[src/rtl/inst_fetcher_pkg.sv]
// Shared constants and types for the byte-serial instruction fetcher.
// Holds the FSM state encoding, word/byte widths and the request address helper.
package inst_fetcher_pkg;

   localparam int unsigned ADDR_W  = 32;
   localparam int unsigned INST_W  = 32;
   localparam int unsigned BYTE_W  = 8;
   localparam int unsigned N_BYTES = INST_W / BYTE_W;
   localparam int unsigned CNT_W   = 2;
   localparam int unsigned LOW_W   = INST_W - BYTE_W;

   typedef enum logic [1:0] {
      ST_IDLE  = 2'd0,
      ST_FETCH = 2'd1,
      ST_HOLD  = 2'd2
   } fetch_state_t;

   // Byte address of request number cnt within the word starting at pc (wraps mod 2^32).
   function automatic logic [ADDR_W-1:0] byte_addr(input logic [ADDR_W-1:0] pc,
                                                  input logic [CNT_W-1:0]  cnt);
      return pc + ADDR_W'(cnt);
   endfunction

endpackage

[src/rtl/inst_fetcher.sv]
// Fetches a 32-bit little-endian instruction as four byte reads through a shared
// memory arbiter, then hands it to the decoder with stall/flush handling.
module inst_fetcher
   import inst_fetcher_pkg::*;
#(
   parameter logic [ADDR_W-1:0] RESET_PC = 32'h0000_0000
) (
   input  logic              clk_in,
   input  logic              rst_in,
   output logic              mem_rd_out,
   output logic [ADDR_W-1:0] mem_a_out,
   input  logic              mem_gnt_in,
   input  logic [BYTE_W-1:0] mem_din_in,
   input  logic              stall_in,
   input  logic              flush_in,
   input  logic [ADDR_W-1:0] flush_pc_in,
   output logic              inst_req_out,
   output logic [INST_W-1:0] inst_out,
   output logic [ADDR_W-1:0] pc_out
);

   fetch_state_t      state_q;
   logic [ADDR_W-1:0] pc_q;
   logic [CNT_W-1:0]  issue_cnt_q;
   logic [CNT_W-1:0]  recv_cnt_q;
   logic              issue_done_q;
   logic              rx_pend_q;
   logic [LOW_W-1:0]  word_q;
   logic              mem_rd_q;
   logic [ADDR_W-1:0] mem_a_q;
   logic              inst_req_q;
   logic [INST_W-1:0] inst_q;
   logic [ADDR_W-1:0] pc_out_q;

   logic              granted;
   logic [CNT_W-1:0]  issue_cnt_d;
   logic              issue_done_d;
   logic              last_byte;
   logic [INST_W-1:0] word_full;

   // Request bookkeeping; the counter wraps after the 4th grant, so a done flag marks completion.
   always_comb begin
      granted      = mem_rd_q & mem_gnt_in;
      issue_cnt_d  = issue_cnt_q + CNT_W'(granted);
      issue_done_d = issue_done_q | (granted & (issue_cnt_q == CNT_W'(N_BYTES - 1)));
      last_byte    = rx_pend_q & (recv_cnt_q == CNT_W'(N_BYTES - 1));
      word_full    = {mem_din_in, word_q};
   end

   always_ff @(posedge clk_in) begin
      if (rst_in) begin
         state_q      <= ST_FETCH;
         pc_q         <= RESET_PC;
         issue_cnt_q  <= '0;
         recv_cnt_q   <= '0;
         issue_done_q <= 1'b0;
         rx_pend_q    <= 1'b0;
         word_q       <= '0;
         mem_rd_q     <= 1'b0;
         mem_a_q      <= '0;
         inst_req_q   <= 1'b0;
         inst_q       <= '0;
         pc_out_q     <= '0;
      end else begin
         inst_req_q <= 1'b0;
         if (flush_in) begin
            // Redirect wins over everything; clearing rx_pend drops the in-flight byte.
            state_q      <= ST_FETCH;
            pc_q         <= flush_pc_in;
            issue_cnt_q  <= '0;
            recv_cnt_q   <= '0;
            issue_done_q <= 1'b0;
            rx_pend_q    <= 1'b0;
            mem_rd_q     <= 1'b0;
            mem_a_q      <= flush_pc_in;
         end else begin
            case (state_q)
               ST_IDLE: begin
                  state_q  <= ST_FETCH;
                  mem_rd_q <= 1'b0;
               end
               ST_FETCH: begin
                  issue_cnt_q  <= issue_cnt_d;
                  issue_done_q <= issue_done_d;
                  rx_pend_q    <= granted;
                  mem_rd_q     <= ~issue_done_d;
                  mem_a_q      <= byte_addr(pc_q, issue_cnt_d);
                  if (rx_pend_q) begin
                     recv_cnt_q <= recv_cnt_q + CNT_W'(1);
                     case (recv_cnt_q)
                        2'd0:    word_q[7:0]   <= mem_din_in;
                        2'd1:    word_q[15:8]  <= mem_din_in;
                        2'd2:    word_q[23:16] <= mem_din_in;
                        default: ;
                     endcase
                  end
                  if (last_byte) begin
                     inst_q       <= word_full;
                     pc_out_q     <= pc_q;
                     issue_cnt_q  <= '0;
                     recv_cnt_q   <= '0;
                     issue_done_q <= 1'b0;
                     rx_pend_q    <= 1'b0;
                     mem_rd_q     <= 1'b0;
                     if (!stall_in) begin
                        inst_req_q <= 1'b1;
                        pc_q       <= pc_q + ADDR_W'(N_BYTES);
                        mem_a_q    <= pc_q + ADDR_W'(N_BYTES);
                        state_q    <= ST_FETCH;
                     end else begin
                        state_q <= ST_HOLD;
                     end
                  end
               end
               ST_HOLD: begin
                  mem_rd_q <= 1'b0;
                  if (!stall_in) begin
                     inst_req_q <= 1'b1;
                     pc_q       <= pc_q + ADDR_W'(N_BYTES);
                     mem_a_q    <= pc_q + ADDR_W'(N_BYTES);
                     state_q    <= ST_FETCH;
                  end
               end
               default: begin
                  state_q  <= ST_FETCH;
                  mem_rd_q <= 1'b0;
               end
            endcase
         end
      end
   end

   assign mem_rd_out   = mem_rd_q;
   assign mem_a_out    = mem_a_q;
   assign inst_req_out = inst_req_q;
   assign inst_out     = inst_q;
   assign pc_out       = pc_out_q;

endmodule

[config.mk]
export PLATFORM = sky130hd
export DESIGN_NAME = inst_fetcher
export DESIGN_NICKNAME = d
export VERILOG_FILES = /design/src/rtl/inst_fetcher_pkg.sv /design/src/rtl/inst_fetcher.sv
export SDC_FILE = /design/constraint.sdc
export NUM_CORES = 1
export LEC_CHECK = 0
export BUFFER_PORTS_ARGS = -buffer_cell sky130_fd_sc_hd__buf_2
export CAP_MARGIN = 40
export CORE_UTILIZATION = 35
export DETAILED_ROUTE_END_ITERATION = 6
export PLACE_DENSITY = 0.53
export SKIP_LAST_GASP = 1
export SYNTH_ARGS = -nofsm -noshare
export SYNTH_HDL_FRONTEND = slang
export SYNTH_SLANG_ARGS = --single-unit
[constraint.sdc]
create_clock -name clk_in -period 2.3 [get_ports clk_in]
set_input_delay 0.115 -clock clk_in [delete_from_list [all_inputs] [get_ports clk_in]]
set_output_delay 0.115 -clock clk_in [all_outputs]
set_load 0.005 [all_outputs]
Yosys cells after proc, flatten, opt, wreduce, memory -nomap -nowiden
Cells that the tools add are included.
{"block": "op_classes", "add_sub_neg": 4, "eq_ne": 10, "muxes": 21, "bitwise_logic": 7, "reduce_logical": 13}
{"operator": "two-way mux 32 bit", "count": 7}
{"operator": "case mux 32 bit (2 select lines)", "count": 2}
{"operator": "adder 32 x 2 -> 32 bit", "count": 1}
{"operator": "adder 32 x 3 -> 32 bit, second input constant", "count": 1}
{"operator": "two-way mux 2 bit", "count": 6}
{"operator": "AND reduction 4 bit", "count": 3}
{"operator": "== test 2 bit, second input constant", "count": 4}
{"operator": "AND reduction 2 bit", "count": 4}
{"operator": "!= test 3 bit, second input constant", "count": 2}
{"operator": "== test 2 x 1 -> 1 bit, second input constant", "count": 2}
{"operator": "two-way mux 1 bit", "count": 4}
{"operator": "!= test 2 bit, second input constant", "count": 2}
{"operator": "case mux 2 bit (2 select lines)", "count": 1}
{"operator": "OR reduction 4 bit", "count": 1}
{"operator": "AND 1 bit", "count": 3}
{"operator": "NOT 1 bit", "count": 3}
{"operator": "AND reduction 3 bit", "count": 1}
{"operator": "nonzero test 3 bit", "count": 1}
{"operator": "adder 2 x 1 -> 2 bit", "count": 1}
{"operator": "adder 2 x 1 -> 2 bit, second input constant", "count": 1}
{"operator": "zero test 2 bit", "count": 1}
{"operator": "case mux 1 bit (2 select lines)", "count": 1}
{"operator": "nonzero test 2 bit", "count": 1}
{"operator": "OR reduction 2 bit", "count": 1}
{"operator": "OR 1 bit", "count": 1}
{"block": "totals", "ff_bits": 162, "in_bits": 45, "elab_cells": 69}

Depth between registers and ports, before layout
Gate-level depths: netlist of run 1.
{"block": "logic_depth", "ltp_word": 7, "depth_mapped": 10, "ltp_nobuf": 9}

Worst setup path after synthesis of run 1
No wires, ideal clock.
{"block": "synth_timing", "path_kind": "register to register", "startpoint": "reg mem_rd_q (netlist: mem_rd_out)", "endpoint": "reg mem_a_q[11] (netlist: mem_a_out[11])", "setup_ns": 0.130, "arrival_ns": 2.175, "required_ns": 2.170, "setup_slack_ns": -0.005, "path_stages_with_launch": 11, "n_path_buf": 1, "cell_sequence": "dfxtp_1 > and2_1 > ha_1 > xor2_1 > ha_1 > a21o_1 > o311a_1 > buf_2 > and3_1 > xnor2_1 > o22ai_1"}
{"block": "synth_between", "elab_chain_cells": 7}
{"element": "from (decl)", "line": "inst_fetcher.sv:29", "text": "logic mem_rd_q;"}
{"element": "from (signal assigned)", "line": "inst_fetcher.sv:86", "text": "mem_rd_q <= ~issue_done_d;"}
{"element": "AND 1 bit (*)", "line": "inst_fetcher.sv:43", "text": "granted = mem_rd_q & mem_gnt_in;"}
{"element": "adder 2 x 1 -> 2 bit (*)", "line": "inst_fetcher.sv:44", "text": "issue_cnt_d = issue_cnt_q + CNT_W'(granted);"}
{"element": "adder 32 x 2 -> 32 bit (*)", "line": "inst_fetcher_pkg.sv:21", "text": "return pc + ADDR_W'(cnt);"}
{"element": "two-way mux 32 bit", "line": "inst_fetcher.sv:105", "text": "if (!stall_in) begin"}
{"element": "two-way mux 32 bit (*)", "line": "inst_fetcher.sv:97", "text": "if (last_byte) begin"}
{"element": "case mux 32 bit (2 select lines) (*)", "line": "inst_fetcher.sv:77", "text": "case (state_q)"}
{"element": "two-way mux 32 bit (*)", "line": "inst_fetcher.sv:66", "text": "if (flush_in) begin"}
{"element": "to (signal assigned)", "line": "inst_fetcher.sv:75", "text": "mem_a_q <= flush_pc_in;"}
{"element": "to (signal assigned)", "line": "inst_fetcher.sv:87", "text": "mem_a_q <= byte_addr(pc_q, issue_cnt_d);"}
{"element": "to (signal assigned)", "line": "inst_fetcher.sv:108", "text": "mem_a_q <= pc_q + ADDR_W'(N_BYTES);"}
{"element": "to (decl)", "line": "inst_fetcher.sv:30", "text": "logic [ADDR_W-1:0] mem_a_q;"}
Every way passes the cells marked *; elsewhere a longest branch is shown, timed or not.
A chain may end at the register's enable or synchronous reset.

Final worst setup path of run 1
{"block": "layout_timing", "startpoint": "reg mem_rd_q (netlist: mem_rd_out)", "endpoint": "reg mem_a_q[29] (netlist: mem_a_out[29])"}
The elaborated chain is that of the path after synthesis.

==> impl_metrics.toml, run 1 <==
[run_status]
outcome = "finished clean"

[synthesis]
ys_warn_count = 0
syn_avg_cell_area_sq_um = 8.08
synth_top_family_by_area = "simple AND/OR/NAND/NOR gates"
synthXorXnorAreaFrac_pct = 6.79
syn-cell-area_sq_mm = 0.00723
ys_types = 51
synth_mux_area_share_pct = 1.00
yosysTopAreaCellShare_pct = 44.9
synth_fa_ha_area_share_pct = 2.01
syn-num-nets = 950
synth_largest_area_cell = "dfxtp_1"
yosys.area_share.simple_pct = 20.1
ys_seq_elements = 162
syn_inst = 894
synth-async-reset-ratio_pct = 0
synth_compound_area_share_pct = 19.3
synth-main-ff-cell = "dfxtp_1"
ys_seq_area_share_pct = 44.9
yosysMostFrequentCell = "nand2_1"
yosys-top-cells-area = "dfxtp_1 45%, nand2_1 11%, a21oi_1 9.3%, xnor2_1 3.5%, xor2_1 3.3%"
yosys-top-cells-count = "211 x nand2_1, 162 x dfxtp_1, 134 x a21oi_1"
synth_edf_count = 0

[power]
cellPowerDensity_mw_per_mm2 = 688
vdd_ir_drop_max_mv = 0.443
finalPower_mw = 6.43
power_leakage_nw = 3.72

[sta]
slew_headroom_pct = 54.6
finalHoldViolCount = 0
final.period_utilization_pct = 98.3
worst_pin_slew_ns = 0.680
timing.hold.ws_ns = 0.0255
fin_setup_tns_ns = 0
drv_slew = 0
setup_viol = 0
setup_slack_ns = 0.0402
finalCriticalPeriod_ns = 2.26
fin_skew_ns = 0.0110
grt_setup_unrepaired = "true"
fmax_mhz = 443

[finish]
fin_util_pct = 46.2
fill_cells = 2055
finalNonFillerCells = 1337
multi_input_area_sq_mm = 0.00366
drive_gt1_share_pct = 24.1
fin_nets = 1110
antennaDiodeCount = 0
postLayoutCellArea_sq_mm = 0.00934
area_growth_pct = 29.3
seqCellArea_sq_mm = 0.00324

[critical_path]
cp-start-kind = "flip-flop"
slowest_delay_ns = 0.39
cp-end-kind = "flip-flop"
arrival_ns = 2.55
criticalPathCategory = "reg -> reg"
critPathRequiredTime_ns = 2.59
cp_slowest_cell = "o311a_4"
worstPathCellList = "and2_4, ha_4, xor2_2, ha_1, a21o_1, o311a_4, buf_12, nand4_1, xor2_1, o22ai_1"
critPathMaxFanout = 7

[place]
dp.cells = 1285
portBuffers = 142
place_area_sq_mm = 0.00842
hpwlAfterDp_mm = 14.4
place_congestion = 0.817
preCtsSetupSlack_ns = -0.0884

[floorplan]
die-area_sq_mm = 0.0212
core_sq_mm = 0.0202
die_w_um = 146
num_rows = 52
ios = 143
start_util_pct = 35.7
fp.dieH_um = 146

[routing]
wl_per_cell_um = 15.7
first_pass_iters = 5
drt-initial-drc-count = 373
num_vias = 6700
via_per_inst = 5.01
drc_errors = 0
finalWirelength_mm = 21.0
antenna_left = 0

[global_route]
grt_pass1_wl_mm = 33.9
grt_start_max_net_pins = 61
gr-total-overflow = 0
grt_pass1_vias = 6428
track_usage_pct = 20.0
antenna_found_initial = 0

[clock_network]
clkTransAtPathRegs_ns = 0.07
cts_root_buf = "clkbuf_16"
clk_path_buf_depth = 2
cts_tree = "built"
cts.sinks = 162
htreeDepth = 4
numCtsBuffers = 17
clock_latency_ns = 0.43

[run]
maxCapViolCount = 0

[hold_path]
hold_path_class = "in -> reg"
-- area by class of cell --
cell class	instances	share of cell area, %
multi-input combinational	632	39.2
sequential	162	34.7
timing repair buffer	211	14.5
clock buffer	17	4.55
tap	270	3.62
clock inverter	15	2.17
inverter	30	1.21
-- path summary, 6_finish.rpt --
kind	startpoint	slack, ns	depth (start not counted)	endpoint
max	mem_rd_out$_SDFF_PP0_	0.04	10	mem_a_out[29]$_SDFFE_PP0P_
min	flush_pc_in[3]	0.03	4	pc_q[3]$_SDFFE_PP0P_
max reg2reg	mem_rd_out$_SDFF_PP0_	0.04	10	mem_a_out[29]$_SDFFE_PP0P_
min reg2reg	word_q[21]$_SDFFE_PP0P_	0.45	2	inst_out[21]$_SDFFE_PP0P_
-- state kept, by name (all words and copies together), names as in the netlist --
name / cells
inst_out: 32
mem_a_out: 32
pc_out: 32
pc_q: 32
word_q: 24
issue_cnt_q: 2
recv_cnt_q: 2
state_q: 2
inst_req_out: 1
issue_done_q: 1
mem_rd_out: 1
rx_pend_q: 1
-- critical path, delay by kind of cell, from the launching register on --
family	cells	cell delay, ns
fa+ha+maj	2	0.46
xor+xnor	2	0.29
compound gates	3	0.68
buf+inv	1	0.15
simple gates	2	0.24
flops	1	0.32
-- metal layers --
metal,GRT usage [%],part of all wire (%),vias to the layer above
met3,3.51,4.1,16
met2,32.2,47,176
met1,27.7,48,3167
li1,-,-,3341
met4,5.16,0.91,0
met5,0,0,-
-- where the power goes --
group | internal (mW) | switching (mW) | total, mW
logic | 0.225 | 0.254 | 0.479
clock network | 1.59 | 1.40 | 2.99
registers | 2.88 | 0.0771 | 2.96
-- cells in the final DEF (no fill, tap or decap), types with 6 or more instances in the layout --
cell / netlist / layout
a21oi_1: 134 / 134
a22oi_1: 17 / 17
buf_12: 0 / 6
buf_2: 27 / 141
buf_4: 4 / 45
clkbuf_16: 0 / 17
dfxtp_1: 162 / 161
dlygate4sd3_1: 0 / 18
ha_1: 10 / 7
inv_1: 30 / 30
nand2_1: 211 / 209
nand3_1: 28 / 24
nand4_1: 17 / 17
nor2_1: 24 / 23
o21a_1: 24 / 24
o21ai_0: 16 / 16
o22ai_1: 20 / 20
xnor2_1: 29 / 28
xor2_1: 27 / 26
-- logic make-up (layout without fill, tap and decap cells) --
family / Yosys count / in the layout
AOI/OAI and AO/OA: 233 / 233
xor gates and xnor gates: 56 / 56
adders and majority gates: 11 / 11
buffers and inverters: 100 / 273
DFF: 162 / 162
muxes: 7 / 7
and+or+nand+nor: 325 / 325
-- timing repair --
action,CTS,global route
gates resized for setup,5,15
setup endpoints to repair,20,25
setup buffers,2,0
endpoints found under the hold margin,44,0
hold buffers,18,0
pin swaps,2,25
No activity file was read; power rests on OpenSTA's default activity.
==> run 2: changes to the inputs <==
--- a/config.mk
+++ b/config.mk
@@ -7,9 +7,12 @@
 export LEC_CHECK = 0
 export BUFFER_PORTS_ARGS = -buffer_cell sky130_fd_sc_hd__buf_2
 export CAP_MARGIN = 40
+export CELL_PAD_IN_SITES_DETAIL_PLACEMENT = 1
+export CELL_PAD_IN_SITES_GLOBAL_PLACEMENT = 1
 export CORE_UTILIZATION = 35
 export DETAILED_ROUTE_END_ITERATION = 6
-export PLACE_DENSITY = 0.53
+export PLACE_DENSITY = 0.69
+export RECOVER_POWER = 100
 export SKIP_LAST_GASP = 1
 export SYNTH_ARGS = -nofsm -noshare
 export SYNTH_HDL_FRONTEND = slang
==> run 2 against run 1 <==
The flow now finishes with violations (setup timing). Fmax is 2.9% lower. Power is 2.7% lower. Flip-flop and latch count unchanged. Critical path type unchanged. Highest routed layer unchanged.
==> impl_metrics.toml, run 2 (same netlist as run 1, synthesis figures left out) <==
[finish]
postLayoutCellArea_sq_mm = 0.00921
finalNonFillerCells = 1343
drive_gt1_share_pct = 18.5
final_cell_mix = "209 x nand2_1, 161 x dfxtp_1, 133 x a21oi_1"
fill_cells = 2466
multi_input_area_sq_mm = 0.00361
area_growth_pct = 27.5
fin_nets = 1116
seqCellArea_sq_mm = 0.00324
antennaDiodeCount = 0
layout_commonest_cell = "nand2_1"

[floorplan]
die-area_sq_mm = 0.0212
ios = 143
die_w_um = 146
fp.dieH_um = 146
start_util_pct = 35.7
num_rows = 52
core_sq_mm = 0.0202

[clock_network]
numCtsBuffers = 17
cts_root_buf = "clkbuf_16"
clk_path_buf_depth = 2
cts.sinks = 162
clkTransAtPathRegs_ns = 0.07
htreeDepth = 4
cts_tree = "built"
clock_latency_ns = 0.43

[sta]
setup_viol = 1
drv_slew = 0
finalCriticalPeriod_ns = 2.33
grt_setup_unrepaired = "true"
fin_setup_tns_ns = -0.0284
slew_headroom_pct = 56.4
timing.hold.ws_ns = 0.0190
final.period_utilization_pct = 101
fin_skew_ns = 0.0126
fmax_mhz = 429
finalHoldViolCount = 0
setup_slack_ns = -0.0284
worst_pin_slew_ns = 0.653

[power]
seqPwrFrac_pct = 47.4
switching_share_pct = 27.2
p_clk_share_pct = 44.9
finalPower_mw = 6.26
cellPowerDensity_mw_per_mm2 = 679
power_leakage_nw = 3.50
vdd_ir_drop_max_mv = 0.518
combPwrFrac_pct = 7.8
switching_power_mw = 1.70
p_int_mw = 4.55

[place]
dp.cells = 1290
portBuffers = 142
hpwlAfterDp_mm = 16.1
place_congestion = 0.796
place_area_sq_mm = 0.00846

[global_route]
gr-total-overflow = 0
grt.met2_usage_pct = 36.7
track_usage_pct = 22.3
grt_start_max_net_pins = 60
use_met3_pct = 4.23
grt-busiest-layer = "met2"
grt_pass1_wl_mm = 37.7
antenna_found_initial = 0
met1_usage_pct = 30.3
grt_pass1_vias = 6916

[routing]
wl_per_cell_um = 17.4
first_pass_iters = 5
finalWirelength_mm = 23.4
drt-initial-drc-count = 395
via_per_inst = 5.14
drc_errors = 0
num_vias = 6907
antenna_left = 0

[critical_path]
criticalPathCategory = "reg -> reg"
arrival_ns = 2.62
slowest_delay_ns = 0.32
cp-end-kind = "flip-flop"
critPathRequiredTime_ns = 2.60
critPathMaxFanout = 5
worstPathCellList = "and2_4, ha_4, xor2_2, ha_1, a21o_1, buf_6, o31a_1, buf_4, xnor2_1, o22ai_1"
critical_path_buf_inv_count = 2
cp_slowest_cell = "dfxtp_2"
cp-start-kind = "flip-flop"
cp_top_family = "compound AO/OA/AOI/OAI gates"

[run]
maxCapViolCount = 0

[run_status]
violations = "setup timing"
outcome = "finished, violations left"

[hold_path]
hold_path_class = "in -> reg"
-- run 2: per-layer routing --
layer  vias to the layer above  wire, um
met5                         -         0
met4                         0       265
met3                        24       998
met2                       163     11100
met1                      3354     11100
li1                       3366         -
-- run 2: worst register-to-register path, delay by kind of cell, from the launching register on --
kind,cells,cell delay [ns]
fa+ha+maj,2,0.46
flops,1,0.32
compound gates,3,0.68
simple gates,1,0.14
xor+xnor,2,0.31
buf+inv,2,0.30
-- run 2: repair_timing --
item | in CTS | in global routing
hold buffers | 18 | 0
gates resized for setup | 10 | 7
setup buffers | 0 | 3
endpoints found under the hold margin | 44 | 0
endpoints found under the setup margin | 26 | 18
pin swaps | 14 | 18
-- run 2: cell type report --
type,instances,area share [%]
Multi-Input combinational cell,632,39.2
Sequential cell,162,35.2
Clock buffer,17,4.62
Inverter,30,1.22
Clock inverter,15,1.71
Timing Repair Buffer,217,14.3
Tap cell,270,3.67
-- run 2: per-stage QoR --
stage | util, % | worst slack, ns
after floorplan | - | 0.0317
after global placement | 41.8 | -0.104
after detailed placement | 41.8 | -0.239
after CTS | 45.8 | 0.0100
after global routing | 45.5 | -0.109
final | 45.5 | -0.0284
-- run 2: power by group through the flow --
stage | Sequential, mW | Combinational [mW] | Clock, mW
2_1_floorplan | 2.99 | 0.275 | 0
3_3_place_gp | 3.02 | 0.453 | 0
3_5_place_dp | 3.02 | 0.460 | 0
4_1_cts | 2.96 | 0.490 | 2.86
5_1_grt | 2.97 | 0.532 | 2.97
6_report | 2.96 | 0.486 | 2.81
-- run 2: final timing paths --
kind / start / end / slack [ns] / cells past startpoint
max: mem_rd_out$_SDFF_PP0_ / mem_a_out[5]$_SDFFE_PP0P_ / -0.03 / 10
min: flush_pc_in[22] / pc_q[22]$_SDFFE_PP0P_ / 0.02 / 4
max reg2reg: mem_rd_out$_SDFF_PP0_ / mem_a_out[5]$_SDFFE_PP0P_ / -0.03 / 10
min reg2reg: word_q[13]$_SDFFE_PP0P_ / inst_out[13]$_SDFFE_PP0P_ / 0.45 / 2
